### config.mk
export PLATFORM = sky130hd
export DESIGN_NAME = key4_onehot_capture
export DESIGN_NICKNAME = d
export VERILOG_FILES = /design/src/rtl/key4_onehot_capture_pkg.sv /design/src/rtl/key4_onehot_capture_key_debounce.sv /design/src/rtl/key4_onehot_capture.sv
export SDC_FILE = /design/constraint.sdc
export NUM_CORES = 1
export LEC_CHECK = 0
export ABC_AREA = 1
export BUFFER_PORTS_ARGS = -buffer_cell sky130_fd_sc_hd__buf_2
export CORE_ASPECT_RATIO = 1.75
export CORE_MARGIN = 1.5
export CORE_UTILIZATION = 25
export DETAILED_ROUTE_END_ITERATION = 8
export GPL_TIMING_DRIVEN = 0
export SYNTH_ARGS = -nofsm -noshare
export SYNTH_HDL_FRONTEND = slang
export SYNTH_SLANG_ARGS = --single-unit
export TNS_END_PERCENT = 10
### constraint.sdc
create_clock -name clk -period 3.45 [get_ports clk]
set_input_delay 0.69 -clock clk [delete_from_list [all_inputs] [get_ports clk]]
set_output_delay 0.69 -clock clk [all_outputs]
set_load 0.005 [all_outputs]
### src/rtl/key4_onehot_capture_pkg.sv
// Shared definitions for the four-key one-hot capture block.
// Latency: none (types, constants and pure functions only).
// Backpressure: not applicable.
package key4_onehot_capture_pkg;

   typedef enum logic [1:0] {
      ST_IDLE    = 2'd0,
      ST_HOLD    = 2'd1,
      ST_RELEASE = 2'd2
   } state_e;

   localparam logic [3:0] OH_K0   = 4'b0001;
   localparam logic [3:0] OH_K1   = 4'b0010;
   localparam logic [3:0] OH_K2   = 4'b0100;
   localparam logic [3:0] OH_K3   = 4'b1000;
   localparam logic [1:0] CODE_K0 = 2'b00;
   localparam logic [1:0] CODE_K1 = 2'b01;
   localparam logic [1:0] CODE_K2 = 2'b10;
   localparam logic [1:0] CODE_K3 = 2'b11;

   // Isolate the lowest set bit so that simultaneous presses resolve to the lowest key.
   function automatic logic [3:0] lowest_onehot(input logic [3:0] v);
      return v & (~v + 4'd1);
   endfunction

   // 4-to-2 encoder; anything that is not a clean one-hot encodes as 00.
   function automatic logic [1:0] onehot_to_code(input logic [3:0] oh);
      logic [1:0] c;
      c = 2'b00;
      case (oh)
         OH_K0:   c = CODE_K0;
         OH_K1:   c = CODE_K1;
         OH_K2:   c = CODE_K2;
         OH_K3:   c = CODE_K3;
         default: c = 2'b00;
      endcase
      return c;
   endfunction

endpackage

### src/rtl/key4_onehot_capture_key_debounce.sv
// Per-key 2-flop synchronizer plus counter debouncer with a registered press pulse.
// Latency: raw edge -> level/press = 2 + DEBOUNCE_CYCLES cycles.
// Backpressure: none; free-running, press is a single-cycle pulse.
module key_debounce #(
   parameter int unsigned DEBOUNCE_CYCLES = 4,
   parameter int unsigned CNT_W           = 8
) (
   input  logic clk,
   input  logic rst,
   input  logic key_raw,
   output logic level,
   output logic press
);

   logic             sync1_q, sync1_d;
   logic             sync2_q, sync2_d;
   logic             level_q, level_d;
   logic             press_q, press_d;
   logic [CNT_W-1:0] cnt_q,   cnt_d;

   // Count consecutive samples that disagree with the debounced level; flip after enough.
   always_comb begin
      sync1_d = key_raw;
      sync2_d = sync1_q;
      level_d = level_q;
      press_d = 1'b0;
      cnt_d   = '0;
      if (sync2_q != level_q) begin
         if (cnt_q == CNT_W'(DEBOUNCE_CYCLES - 1)) begin
            level_d = ~level_q;
            press_d = ~level_q;
         end else begin
            cnt_d = cnt_q + CNT_W'(1);
         end
      end
   end

   // State registers with synchronous clear.
   always_ff @(posedge clk) begin
      if (rst) begin
         sync1_q <= 1'b0;
         sync2_q <= 1'b0;
         level_q <= 1'b0;
         press_q <= 1'b0;
         cnt_q   <= '0;
      end else begin
         sync1_q <= sync1_d;
         sync2_q <= sync2_d;
         level_q <= level_d;
         press_q <= press_d;
         cnt_q   <= cnt_d;
      end
   end

   assign level = level_q;
   assign press = press_q;

endmodule

### src/rtl/key4_onehot_capture.sv
// Debounces four keys and presents one press at a time as onehot/code (optional multi_err via KEY4_CAPTURE_MULTI_ERR_EN).
// Latency: raw edge -> valid = 2 + DEBOUNCE_CYCLES + 1 cycles.
// Backpressure: event held stable until ready; presses while held or before all keys release are dropped.
module key4_onehot_capture #(
   parameter int unsigned DEBOUNCE_CYCLES = 4,
   parameter int unsigned CNT_W           = 8
) (
   input  logic       clk,
   input  logic       rst,
   input  logic [3:0] key_raw,
   input  logic       ready,
   output logic       valid,
   output logic [3:0] onehot,
   output logic [1:0] code,
   output logic       multi_err
);
   import key4_onehot_capture_pkg::*;

   logic [3:0] level;
   logic [3:0] press;

   for (genvar k = 0; k < 4; k++) begin : g_key
      key_debounce #(
         .DEBOUNCE_CYCLES (DEBOUNCE_CYCLES),
         .CNT_W           (CNT_W)
      ) u_key_debounce (
         .clk     (clk),
         .rst     (rst),
         .key_raw (key_raw[k]),
         .level   (level[k]),
         .press   (press[k])
      );
   end

   state_e     state_q,  state_d;
   logic [3:0] onehot_q, onehot_d;
   logic [1:0] code_q,   code_d;

   // Capture one event, hold it until accepted, then wait for every key to be released.
   always_comb begin
      state_d  = state_q;
      onehot_d = onehot_q;
      code_d   = code_q;
      unique case (state_q)
         ST_IDLE: begin
            if (|press) begin
               state_d  = ST_HOLD;
               onehot_d = lowest_onehot(press);
               code_d   = onehot_to_code(lowest_onehot(press));
            end
         end
         ST_HOLD: begin
            if (ready) begin
               state_d  = ST_RELEASE;
               onehot_d = '0;
               code_d   = '0;
            end
         end
         ST_RELEASE: begin
            if (level == 4'b0000) begin
               state_d = ST_IDLE;
            end
         end
         default: begin
            state_d  = ST_IDLE;
            onehot_d = '0;
            code_d   = '0;
         end
      endcase
   end

   // FSM and output registers with synchronous clear.
   always_ff @(posedge clk) begin
      if (rst) begin
         state_q  <= ST_IDLE;
         onehot_q <= '0;
         code_q   <= '0;
      end else begin
         state_q  <= state_d;
         onehot_q <= onehot_d;
         code_q   <= code_d;
      end
   end

   assign valid  = (state_q == ST_HOLD);
   assign onehot = onehot_q;
   assign code   = code_q;

`ifdef KEY4_CAPTURE_MULTI_ERR_EN
   logic multi_err_q, multi_err_d;

   // Sticky flag: two or more keys finished debouncing to pressed on the same edge.
   always_comb begin
      multi_err_d = multi_err_q | ((press & (press - 4'd1)) != 4'd0);
   end

   // Flag register, cleared only by reset.
   always_ff @(posedge clk) begin
      if (rst) begin
         multi_err_q <= 1'b0;
      end else begin
         multi_err_q <= multi_err_d;
      end
   end

   assign multi_err = multi_err_q;
`else
   assign multi_err = 1'b0;
`endif

endmodule

==> results by group <==
Global route
  – First-pass GRT wire length: slightly below 7 mm
  – GRT Resource Usage Total: 0.0876
  – Grt total ovfl: 0
  – Antenna violations before repair: 0
  – Vias in the first global route: 1766
  – Largest net degree at the start of global routing: 18

Clock network
  – Bufs on Longest Clock Path: 2
  – Post-cts hold buffer count: 0
  – Post-CTS Setup Inserts: 0
  – TritonCTS clock tree: done
  – Clock root cell: clkbuf_16
  – # resized after CTS: 0
  – TritonCTS Buffers: 5
  – Clk_lat worst skew: 0.29 ns
  – H-tree Lvls: 2
  – Clk slew on worst S/H paths: 0.07 ns
  – Clock sinks: 56

Setup path
  – CP startpoint: state_q[0]
  – Worst-case reg-to-reg path depth: 6
  – Crit end category: output port
  – Crit Path Max Fanout: 3
  – Crit start category: flop
  – Worst R2R Setup Slack: 2.11 ns
  – Critical Path RT: 2.76 ns
  – Reg-to-Reg End: g_key[0].u_key_debounce.cnt_q[6]
  – WP data arrival: 1.07 ns
  – R2r startpoint: g_key[0].u_key_debounce.cnt_q[0]
  – Worst Path Class, Setup: flop to output port

Yosys
  – Yosys top cell by area: dfxtp_1
  – EDFF count, synth: 0
  – Mapped Cells: 298
  – Synthesized flop and latch total: 56
  – Ys flop type: dfxtp_1
  – Most frequent cell after synthesis: dfxtp_1
  – YS warnings: 0
  – Mapped Nets: 309
  – Synth top area cells: dfxtp_1 (49%), nand2_1 (8.4%), nor2_1 (8.1%)
  – Synth unique cells: 22
  – Sequential cell area fraction in the yosys report: 0.492
  – Post-synth ARST share: 0
  – Synth top area share: 0.492
  – Synthesized area: 0.00228 mm²
  – Syn Area/Cell: 7.65 µm²
  – Commonest cells post-synth: dfxtp_1 (56), nand2_1 (51), nor2_1 (49)

Worst hold path
  – Worst min-delay path category: flop to flop
  – Hold path depth: 2
  – Hold endpoint: g_key[2].u_key_debounce.sync2_q
  – Hold_sp: g_key[2].u_key_debounce.sync1_q

Floorplan
  – Die Span X: 75.2 µm
  – Die height: between 100 and 150 µm
  – Initial core utilization: 0.260
  – Core area: 0.00878 mm²
  – Number of placement rows: 45
  – Full die area: 0.00972 mm²
  – # IOs: 15

Job
  – MaxCap Viol Count: 0

Pwr
  – Switch share: 0.205
  – Sw power: 0.000239 W
  – Power per Cell Area: 443 mW/mm²
  – Share of total power in sequential cells: 0.561
  – Leak Pwr: 1.01 nW
  – Combinational share of power: 0.019
  – Int Pwr: 0.000928 W
  – Clock Power Share: 0.419
  – Maximum vdd drop: 0.187 mV

Cells and area
  – Final instance area: approximately 0.0026 mm²
  – Final #Nets: 329
  – Layout cells sized above 1: 0.116
  – Area growth syn-to-layout: 15.6%
  – Ant diodes: 0

Placement
  – Place WS: 1.91 ns
  – DP HPWL: 2.98 mm
  – RePlAce Congestion: 0.737
  – Port Buf Inserts: 13
  – Placed inst area: approximately 0.0025 mm²

Route
  – Drt wl/cell: ~8.9 µm
  – Routed vias/inst: 4.22
  – DRT Pass-1 Iters: 6
  – Residual DRC count: 0
  – Initial DRC Count: 48
  – Final wirelength: 3.90 mm
  – Post-route ant nets: 0
  – Vias: 1838

STA
  – Final worst setup slack: 1.69 ns
  – F_max: 569 MHz
  – Final Critical Period: 1.76 ns
  – RSZ-0062 raised after global routing: false
  – Final setup vio count: 0
  – Layout Skew: roughly 0.0066 ns
  – Fin. max-slew vios: 0
  – Final Hold Violating Endpoints: 0
  – Setup TNS: 0 ns
  – Period utilisation layout: 0.509

Status
  – Status: finished, final reports clean
## cells by family (layout without fill, tap and decap cells)
kind of cell / after synthesis / after routing / share of synthesized area
compound gates: 26 / 26 / 0.0587
xor+xnor: 12 / 12 / 0.0461
fa+ha+maj: 4 / 4 / 0.0220
buf+inv: 47 / 68 / 0.0801
flops: 56 / 56 / 0.492
other cells: 1 / 1 / 0.00164
simple gates: 152 / 152 / 0.300
## power groups by stage
stage | clock network (W) | registers, W | logic (W)
floorplan | 0 | 0.000669 | 0.0000152
global placement | 0 | 0.000670 | 0.0000232
detailed placement | 0 | 0.000670 | 0.0000234
CTS | 0.000504 | 0.000655 | 0.0000235
global route | 0.000534 | 0.000656 | 0.0000264
finish | 0.000489 | 0.000655 | 0.0000227
## worst max-delay path by stage
stage	endpoint	slack (ns)	cells after the start
after floorplan	valid	2.22	2
after global placement	g_key[1].u_key_debounce.sync1_q	1.92	4
after detailed placement	g_key[1].u_key_debounce.sync2_q	1.91	4
after CTS	valid	1.70	3
after global routing	valid	1.62	3
final	valid	1.69	3
## layer usage
layer | share of wire | routed length [µm] | global-route usage | vias up
met5 | 0 | 0 | 0 | -
met1 | 0.42 | 1660 | 0.0863 | 838
met2 | 0.54 | 2090 | 0.166 | 17
met4 | 0.022 | 87 | 0.0420 | 0
li1 | - | - | - | 976
met3 | 0.016 | 62 | 0.0187 | 7
## sequential cells by signal (all words and copies together), names as in the netlist
name and flops:
g_key.u_key_debounce.level 4, g_key.u_key_debounce.press 4, g_key.u_key_debounce.sync2_q 4, g_key.u_key_debounce.cnt_q 32, code 2, g_key.u_key_debounce.sync1_q 4
state_q 2, onehot 4
## final cells by class
cell class	count	area, µm²
Clock inverter	3	18.8
Tap cell	117	146
Fill cell	990	6150
Sequential cell	56	1120
Clock buffer	5	125
Inverter	44	165
Multi-Input combinational cell	195	976
Buffer	3	17.5
Timing Repair Buffer	13	65.1
## metrics by stage
stage,std cells,utilization,power (W),hold WS (ns)
after floorplan,298,-,0.000685,0.388
after global placement,428,0.284,0.000693,0.396
after detailed placement,428,0.284,0.000694,0.398
after CTS,436,0.300,0.00118,0.404
after global routing,436,0.300,0.00122,0.418
final,436,0.300,0.00117,0.399
## cell usage in the layout, fill, tap and decap left out, types with 3 or more instances in the layout
cell type / count
or2_2: 3
a21oi_1: 23
inv_1: 44
nor3_1: 8
xnor2_1: 5
nand3_1: 22
buf_2: 15
nand2_2: 3
dfxtp_1: 56
clkbuf_16: 5
nor2_1: 49
xor2_1: 7
nand3b_1: 4
ha_1: 4
nand2_1: 51
nand4_1: 6
## worst max-delay path, cell delays in order (launching register included)
cell,delay [ns]
dfxtp_1,0.33
inv_1,0.06
nor2_1,0.22
buf_2,0.17
Note: power is estimated with default switching activity, not from simulation.
